**src/rtl/shift_req_arbiter.sv**
```systemverilog
// shift_req_arbiter: shares one fixed-latency shift datapath between NUM_REQ
// requesters. Round-robin grant, a single operation in flight, results
// returned on one response channel tagged with the requester id, and a
// running count of completed operations.
module shift_req_arbiter #(
  parameter int NUM_REQ   = 4,
  parameter int DATA_W    = 32,
  parameter int ID_W      = 2,
  parameter int SHIFT_LAT = 1
) (
  input  logic                      clk,
  input  logic                      resetN,
  input  logic [NUM_REQ-1:0]        reqValid,
  input  logic [NUM_REQ*DATA_W-1:0] reqData,
  output logic [NUM_REQ-1:0]        reqReady,
  output logic [DATA_W-1:0]         shOperand,
  output logic                      shStart,
  input  logic [DATA_W-1:0]         shResult,
  output logic                      respValid,
  output logic [ID_W-1:0]           respId,
  output logic [DATA_W-1:0]         respData,
  input  logic                      respReady,
  output logic [31:0]               opCount
);

  typedef enum logic [1:0] {
    IDLE  = 2'd0,
    ISSUE = 2'd1,
    WAIT  = 2'd2,
    RESP  = 2'd3
  } state_t;

  state_t            state;
  state_t            state_nxt;
  logic [ID_W-1:0]   rr_ptr;
  logic [ID_W-1:0]   cur_id;
  logic [ID_W-1:0]   grant_id;
  logic              grant_any;
  logic [ID_W:0]     idx;
  logic [DATA_W-1:0] gnt_data;
  logic [2:0]        lat_cnt;
  logic              accept;
  logic              capture;

  // Round-robin search: first valid requester at or after rr_ptr, wrapping.
  always_comb begin
    grant_any = 1'b0;
    grant_id  = '0;
    idx       = '0;
    for (int k = 0; k < NUM_REQ; k++) begin
      idx = {1'b0, rr_ptr} + (ID_W+1)'(k);
      if (idx >= (ID_W+1)'(NUM_REQ)) idx = idx - (ID_W+1)'(NUM_REQ);
      if (!grant_any && reqValid[idx[ID_W-1:0]]) begin
        grant_any = 1'b1;
        grant_id  = idx[ID_W-1:0];
      end
    end
  end

  // Operand of the winning requester.
  always_comb begin
    gnt_data = '0;
    for (int k = 0; k < NUM_REQ; k++) begin
      if (grant_id == ID_W'(k)) gnt_data = reqData[k*DATA_W +: DATA_W];
    end
  end

  // A grant is only honoured while idle and out of reset; the counter hitting
  // one in WAIT marks the cycle in which shResult is valid.
  assign accept  = (state == IDLE) && grant_any && resetN;
  assign capture = (state == WAIT) && (lat_cnt == 3'd1);

  // State register.
  always_ff @(posedge clk) begin
    if (!resetN) state <= IDLE;
    else         state <= state_nxt;
  end

  // Next-state logic: IDLE -> ISSUE -> WAIT -> RESP -> IDLE.
  always_comb begin
    state_nxt = state;
    case (state)
      IDLE:    if (accept) state_nxt = ISSUE;
      ISSUE:   state_nxt = WAIT;
      WAIT:    if (capture) state_nxt = RESP;
      RESP:    if (respReady) state_nxt = IDLE;
      default: state_nxt = IDLE;
    endcase
  end

  // Outputs decoded from state; the grant is gated by reset so no requester
  // believes it was accepted on an edge that the reset discards.
  always_comb begin
    reqReady  = '0;
    shStart   = 1'b0;
    respValid = 1'b0;
    case (state)
      IDLE:    if (resetN && grant_any) reqReady[grant_id] = 1'b1;
      ISSUE:   shStart = 1'b1;
      RESP:    respValid = 1'b1;
      default: ;
    endcase
  end

  // Latch the accepted operand/id and advance the round-robin pointer.
  always_ff @(posedge clk) begin
    if (!resetN) begin
      shOperand <= '0;
      cur_id    <= '0;
      rr_ptr    <= '0;
    end else if (accept) begin
      shOperand <= gnt_data;
      cur_id    <= grant_id;
      rr_ptr    <= (grant_id == ID_W'(NUM_REQ-1)) ? '0 : grant_id + 1'b1;
    end
  end

  // Latency counter: loaded while the start pulse is out, counted down in WAIT.
  always_ff @(posedge clk) begin
    if (!resetN)               lat_cnt <= '0;
    else if (state == ISSUE)   lat_cnt <= 3'(SHIFT_LAT);
    else if (state == WAIT)    lat_cnt <= lat_cnt - 3'd1;
  end

  // Response holding register; stays put until the next capture.
  always_ff @(posedge clk) begin
    if (!resetN) begin
      respData <= '0;
      respId   <= '0;
    end else if (capture) begin
      respData <= shResult;
      respId   <= cur_id;
    end
  end

  // Completed-operation counter, free-running wrap.
  always_ff @(posedge clk) begin
    if (!resetN)                           opCount <= '0;
    else if ((state == RESP) && respReady) opCount <= opCount + 32'd1;
  end

endmodule
```
**config.mk**
```make
export PLATFORM = sky130hd
export DESIGN_NAME = shift_req_arbiter
export DESIGN_NICKNAME = d
export VERILOG_FILES = /design/src/rtl/shift_req_arbiter.sv
export SDC_FILE = /design/constraint.sdc
export NUM_CORES = 1
export LEC_CHECK = 0
export BUFFER_PORTS_ARGS = -buffer_cell sky130_fd_sc_hd__buf_4
export CAP_MARGIN = 20
export CORE_ASPECT_RATIO = 0.6
export CORE_MARGIN = 2
export CORE_UTILIZATION = 49
export DETAILED_ROUTE_END_ITERATION = 8
export GPL_ROUTABILITY_DRIVEN = 0
export PLACE_DENSITY = 0.83
export SETUP_SLACK_MARGIN = 0.4
export SLEW_MARGIN = 10
export SYNTH_ARGS = -nofsm -noshare
export SYNTH_HDL_FRONTEND = slang
export SYNTH_SLANG_ARGS = --single-unit
```
**constraint.sdc**
```tcl
create_clock -name clk -period 6.89 [get_ports clk]
set_input_delay 0 -clock clk [delete_from_list [all_inputs] [get_ports clk]]
set_output_delay 0 -clock clk [all_outputs]
set_load 0.02 [all_outputs]
```
# Word level (Yosys, flattened, before mapping)
# Cells that the tools add are included.
[op_classes] add_sub_neg=10 order_cmp=10 n_eq_ne=10 mux=37 n_bitwise=1 n_reduce_logical=17
[op_table] op="32-bit 2-to-1 mux" count=4
[op_table] op="32-bit by 1-bit adder with 32-bit output (second input constant)" count=1
[op_table] op="2-bit 2-to-1 mux" count=12
[op_table] op="2-bit by 3-bit less-than comparator with 1-bit output (second input constant)" count=5
[op_table] op="1-bit 2-to-1 mux" count=13
[op_table] op="3-bit greater-or-equal comparator (second input constant)" count=3
[op_table] op="1-bit logical AND" count=9
[op_table] op="1-bit binary-select mux with 2-bit select" count=4
[op_table] op="2-bit equality test (second input constant)" count=4
[op_table] op="4-bit 2-to-1 mux" count=2
[op_table] op="2-bit case mux with 4 select lines" count=1
[op_table] op="2-bit by 1-bit subtractor with 2-bit output (second input constant)" count=4
[op_table] op="2-bit by 2-bit adder with 3-bit output (second input constant)" count=2
[op_table] op="2-bit != test (second input constant)" count=3
[op_table] op="2-bit by 1-bit equality test with 1-bit output (second input constant)" count=2
[op_table] op="2-bit logical NOT" count=2
[op_table] op="2-bit by 1-bit adder with 3-bit output (second input constant)" count=1
[op_table] op="3-bit by 1-bit equality test with 1-bit output (second input constant)" count=1
[op_table] op="2-bit by 3-bit greater-or-equal comparator with 1-bit output (second input constant)" count=1
[op_table] op="1-bit logical NOT" count=3
[op_table] op="3-bit AND reduction" count=1
[op_table] op="3-bit by 1-bit subtractor with 3-bit output (second input constant)" count=1
[op_table] op="2-bit by 1-bit adder with 2-bit output (second input constant)" count=1
[op_table] op="1-bit demux with 2-bit select" count=1
[op_table] op="4 further kinds" count=4
[totals] regBits=107 wordCells=94

# Logic depth before layout (Yosys ltp)
[depth] depth_word=20 depth_mapped=11

# Worst setup path before layout
# OpenSTA, ideal clock, no wires.
[synth_path] kind="register to register" from="register rr_ptr[0]" to="register shOperand[10]" setup_ns=0.070 arrival_time_ns=2.230 t_required_ns=6.820 path_slack_ns=4.591 stages_incl_launch_ff=11 n_path_buf=2 path_cell_list="dfxtp_1 > nor2b_1 > o21ba_2 > a211oi_1 > and2_1 > ha_1 > clkbuf_1 > clkbuf_1 > a221oi_1 > a211o_1 > a21oi_1"
[synth_between] elab_chain_len=19 elab_cells_between_ends=47
[synth_lines] item="start, declared" line="35" source="logic [ID_W-1:0] rr_ptr;"
[synth_lines] item="start signal, assigned" line="114" source="rr_ptr <= (grant_id == ID_W'(NUM_REQ-1)) ? '0 : grant_id + 1'b1;"
[synth_lines] item="parallel branches: the longest is 13 deep, another holds 2-bit by 1-bit adder with 3-bit output"
[synth_lines] item="2-bit 2-to-1 mux (*)" line="53" source="if (!grant_any && reqValid[idx[ID_W-1:0]]) begin"
[synth_lines] item="via grant_id[0]" line="37" source="logic [ID_W-1:0] grant_id;"
[synth_lines] item="2-bit logical NOT" line="64" source="if (grant_id == ID_W'(k)) gnt_data = reqData[k*DATA_W +: DATA_W];"
[synth_lines] item="32-bit 2-to-1 mux (3 in a row)" line="64"
[synth_lines] item="32-bit 2-to-1 mux (*)" line="64"
[synth_lines] item="end signal, assigned" line="112" source="shOperand <= gnt_data;"
[synth_lines] item="end, declared" line="16" source="output logic [DATA_W-1:0] shOperand,"
# Mark *: on every way through the listed nets, which the timed path passes. The select of a mux whose other input is x is not followed.
# A chain may end at the register's enable or synchronous reset.

# Worst setup path in the final report
[layout_path] from="register rr_ptr[0]" to="register shOperand[6]"
# The elaborated chain is that of the path after synthesis.

==> out/metrics.sh <==
OUTCOME='complete, no violations'
ROWS=29
YOSYS_MOST_USED_DFF='sky130_fd_sc_hd__dfxtp_1'
TOTAL_DIE_AREA_UM2=11600
ROUTE.DETAILED.VIAS_PER_INST=5.73
RELSLEWSLACK_PCT=51.5
TOP_DELAY_FAMILY_ON_CRIT_PATH='simple AND/OR/NAND/NOR gates'
DETAIL_ROUTE.WL_PER_CELL_UM=17.4
PRE_CTS_WS_NS=3.80
CRITPATHKIND='reg2reg'
FINAL_CELLS=1115
CRIT-REG2REG-CAPTURE='shOperand[6]'
BUFFER_PORTS.INSERTED=270
CELLLEAKAGEPOWER_uW=0.00371
CP-ENDPOINT='shOperand[6]'
WORSTPATHMAXFANOUT=20
FINAL_MIN_PERIOD_OVER_CLOCK_PERIOD_PCT=54.0
GR-TOTAL-OVERFLOW=0
CTS_BUFFERS=9
DRTANTENNAVIOLNETS=0
AREA_GROWTH_SYN_TO_LAYOUT_PCT=60.2
MAX_CLOCK_FREQ_GHz=0.269
TIMING.FINAL.MAX_SLEW_VIOLATIONS=0
CORE_REGION_AREA_UM2=10500
CRITICAL_PATH.REG2REG.STARTPOINT='rr_ptr[0]'
TIMING_WORST_SLEW_PIN_VALUE_NS=0.724
FINAL.SETUP.TNS_NS=0
REQUIRED_NS=7.18
CP-END-KIND='flip-flop'
DRT_FIRST_ITER_VIOLATIONS=402
CTS_SETUP_BUFFERS=0
PLACE.DETAILED.HPWL_MM=12.3
DRIVE_GT1_SHARE_PCT=31.9
GRT_START_MAX_NET_PINS=67
CTS_HTREE_LEVELS=3
DIE_X_UM=137
PLACEDCELLCOUNT=1023
TOTAL_TRACK_USAGE_PCT=32.9
R2R_SLACK_NS=3.17
PLACE_AREA_UM2=7290
FINAL_AREA_UM2=8390
CHIPHEIGHT_UM=84.1
CTS-HOLD-FIX-BUFFERS=72
INITIAL_ANTENNA_VIOLATION_COUNT=1
POST-LAYOUT-TOTAL-POWER_uW=2550
ROOT_BUFFER='sky130_fd_sc_hd__clkbuf_16'
MAX-CAP-VIOLATIONS=0
VIAS=6390
FINAL.SETUP_SKEW_NS=0.0105
SYNTH-SEQ-AREA-SHARE_PCT=40.9
POWER-PER-CELL-AREA_nW_PER_UM2=305
CLOCK_SINKS=107
DRT_FIRST_PASS_ITERS=5
SYNTHARSTFLOPSHARE_PCT=0
NETLIST_INSTANCES=661
ROUTE.FINAL.WIRE_LENGTH_MM=19.4
MAX-VDD-IR-DROP_mV=0.233
SYN-CELL-AREA_UM2=5230
INITIAL_UTILIZATION_PCT=49.9
CRITICAL_PATH_DEPTH=11
MOST_COMMON_CELL_ON_CRIT_PATH='sky130_fd_sc_hd__buf_8'
SYNTHESIS.NETS=839
CRITICAL_PATH_TOP_DELAY_CELL='sky130_fd_sc_hd__nor2b_2'
SYNTH-SEQ-CELLS=107
GRT_PASS1_WL_MM=30.3
FILLERINSTANCES=671
SETUP_WS_NS=3.17
MAX_STAGE_DELAY_NS=0.59
RSZ0062_AT_GRT='no'
SYN-MEAN-INSTANCE-AREA_UM2=7.92
IO_PINS=271
TRITONCTS='built'
REMAINING_DRC_ERRORS=0
CLOCKBUFFERDEPTH=2
SETUP-VIOLATIONS-FINAL=0
TIMING.CRITICAL_PATH.BUF_INV=3
WORSTREGTOREGCELLS=11
FIN_CRIT_NS=3.72
EDFF_COUNT_SYNTH=0
HOLD_PATH_CLASS='in2reg'
CLK-INSERTION-DELAY-LATE_NS=0.35
WORSTPATHCELLLIST='nor3b_1, a211oi_1, and2_1, ha_1, buf_8, nor2b_2, buf_8, a221oi_1, a211o_1, a21oi_1, dlygate4sd3_1'
SYNTH.YOSYS.WARNINGS=0
CTS_RESIZES=0
FINALNETCOUNT=1148
SYNTH_CELL_TYPES=46
TIMING_HOLD_VIOLATIONS_FINAL=0
STARTPOINT='rr_ptr[0]'
STARTPOINT_TYPE='flip-flop'
GRT_PASS1_VIAS=6278
CLK_PIN_SLEW_NS=0.08
WORST_EP_ARRIVAL_TIME_NS=4.01
==> synth_stat cells (2+ instances only) <==
| cell type | n | area share [%] |
|---|---|---|
| sky130_fd_sc_hd__a21oi_1 | 151 | 14 |
| sky130_fd_sc_hd__dfxtp_1 | 107 | 41 |
| sky130_fd_sc_hd__nand2_1 | 90 | 6.5 |
| sky130_fd_sc_hd__inv_1 | 50 | 3.6 |
| sky130_fd_sc_hd__clkbuf_1 | 43 | 3.1 |
| sky130_fd_sc_hd__a211o_1 | 31 | 5.2 |
| sky130_fd_sc_hd__a221oi_1 | 31 | 5.2 |
| sky130_fd_sc_hd__nor2_1 | 19 | 1.4 |
| sky130_fd_sc_hd__o21ai_0 | 15 | 1.4 |
| sky130_fd_sc_hd__nand3_1 | 12 | 1.1 |
| sky130_fd_sc_hd__ha_1 | 11 | 2.6 |
| sky130_fd_sc_hd__or4_1 | 10 | 1.4 |
| sky130_fd_sc_hd__xnor2_1 | 9 | 1.5 |
| sky130_fd_sc_hd__o31ai_1 | 7 | 1.0 |
| sky130_fd_sc_hd__or3_2 | 6 | 0.86 |
| sky130_fd_sc_hd__and2_1 | 5 | 0.60 |
| sky130_fd_sc_hd__buf_1 | 5 | 0.36 |
| sky130_fd_sc_hd__nand4_1 | 5 | 0.60 |
| sky130_fd_sc_hd__or3_1 | 5 | 0.60 |
| sky130_fd_sc_hd__and4_1 | 4 | 0.67 |
| sky130_fd_sc_hd__mux2i_1 | 4 | 0.77 |
| sky130_fd_sc_hd__nand2b_1 | 4 | 0.48 |
| sky130_fd_sc_hd__nor3_1 | 4 | 0.38 |
| sky130_fd_sc_hd__a211oi_1 | 3 | 0.43 |
| sky130_fd_sc_hd__nor2b_1 | 3 | 0.36 |
| sky130_fd_sc_hd__xor2_1 | 3 | 0.50 |
| sky130_fd_sc_hd__and3_1 | 2 | 0.24 |
| sky130_fd_sc_hd__nor4_1 | 2 | 0.24 |
| sky130_fd_sc_hd__o22ai_1 | 2 | 0.24 |
| sky130_fd_sc_hd__o41ai_1 | 2 | 0.33 |
==> kinds of logic (layout without fill, tap and decap cells) <==
group / after synthesis / after routing / synth area share (%)
XOR/XNOR: 12 / 12 / 2.01
AND/OR/NAND/NOR: 177 / 177 / 16.7
multiplexers: 4 / 4 / 0.765
AO/OA/AOI/OAI: 248 / 248 / 29.3
adder cells (fa/ha/maj): 11 / 11 / 2.63
other: 0 / 1 / 0
buffers and inverters: 102 / 416 / 7.72
flip-flops: 107 / 107 / 40.9
==> per-stage QoR <==
stage	hold WS (ns)	utilization [%]
6_report	0.0126	80.0
5_1_grt	0.0192	80.0
4_1_cts	0.000624	79.3
3_5_place_dp	0.254	69.5
3_3_place_gp	0.245	69.1
2_1_floorplan	0.136	-
==> routing by layer <==
| layer | GRT usage [%] | up-vias | wire length, µm |
|---|---|---|---|
| met4 | 13.1 | 0 | 783 |
| met5 | 0 | - | 0 |
| met1 | 41.1 | 3006 | 7760 |
| met2 | 54.4 | 333 | 9270 |
| li1 | - | 2981 | - |
| met3 | 7.89 | 70 | 1610 |
==> cell usage in the layout (no fill, tap or decap), types with 9 or more instances in the layout <==
cell                            instances
sky130_fd_sc_hd__ha_1                   9
sky130_fd_sc_hd__nor2_1                18
sky130_fd_sc_hd__nand2_1               90
sky130_fd_sc_hd__a211o_1               31
sky130_fd_sc_hd__buf_4                272
sky130_fd_sc_hd__or4_1                 10
sky130_fd_sc_hd__xnor2_1                9
sky130_fd_sc_hd__clkbuf_16              9
sky130_fd_sc_hd__a21oi_1              151
sky130_fd_sc_hd__nand3_1               12
sky130_fd_sc_hd__inv_1                 49
sky130_fd_sc_hd__dfxtp_1              107
sky130_fd_sc_hd__a221oi_1              31
sky130_fd_sc_hd__o21ai_0               15
sky130_fd_sc_hd__dlygate4sd3_1         72
==> worst reg2reg max path: stages (launching register included) <==
cell	delay (ns)
sky130_fd_sc_hd__dfxtp_1	0.39
sky130_fd_sc_hd__nor3b_1	0.31
sky130_fd_sc_hd__a211oi_1	0.12
sky130_fd_sc_hd__and2_1	0.18
sky130_fd_sc_hd__ha_1	0.44
sky130_fd_sc_hd__buf_8	0.27
sky130_fd_sc_hd__nor2b_2	0.59
sky130_fd_sc_hd__buf_8	0.25
sky130_fd_sc_hd__a221oi_1	0.10
sky130_fd_sc_hd__a211o_1	0.32
sky130_fd_sc_hd__a21oi_1	0.14
sky130_fd_sc_hd__dlygate4sd3_1	0.56
==> how the worst min path moves through the flow <==
| stage | from | end | slack, ns | cells past startpoint |
|---|---|---|---|---|
| after detailed placement | shResult[9] | respData[9] | 0.25 | 3 |
| final | reqData[68] | shOperand[4] | 0.01 | 4 |
| after CTS | reqData[69] | shOperand[5] | 0.0006 | 4 |
| after floorplan | shResult[0] | respData[0] | 0.14 | 2 |
| after global routing | reqData[65] | shOperand[1] | 0.02 | 4 |
| after global placement | shResult[24] | respData[24] | 0.25 | 3 |
==> state kept, by name (all words and copies together) (netlist names) <==
name and flops:
state 2, shOperand 32, cur_id 2, respData 32
respId 2, lat_cnt 3, opCount 32, rr_ptr 2
==> where the power goes <==
group | switching [µW] | internal, µW | total, µW
logic | 658 | 550 | 1210
clock network | 256 | 267 | 523
registers | 80.8 | 743 | 824
total | 994 | 1560 | 2550
==> final cells by class <==
cell class	instances	area, µm²	area share, %
Antenna cell	1	2.50	0.0298
Clock buffer	10	239	2.85
Clock inverter	6	67.6	0.806
Inverter	50	188	2.24
Multi-Input combinational cell	452	2700	32.2
Sequential cell	107	2140	25.5
Tap cell	139	174	2.07
Timing Repair Buffer	350	2880	34.3
Note: power is estimated with default switching activity, not from simulation.
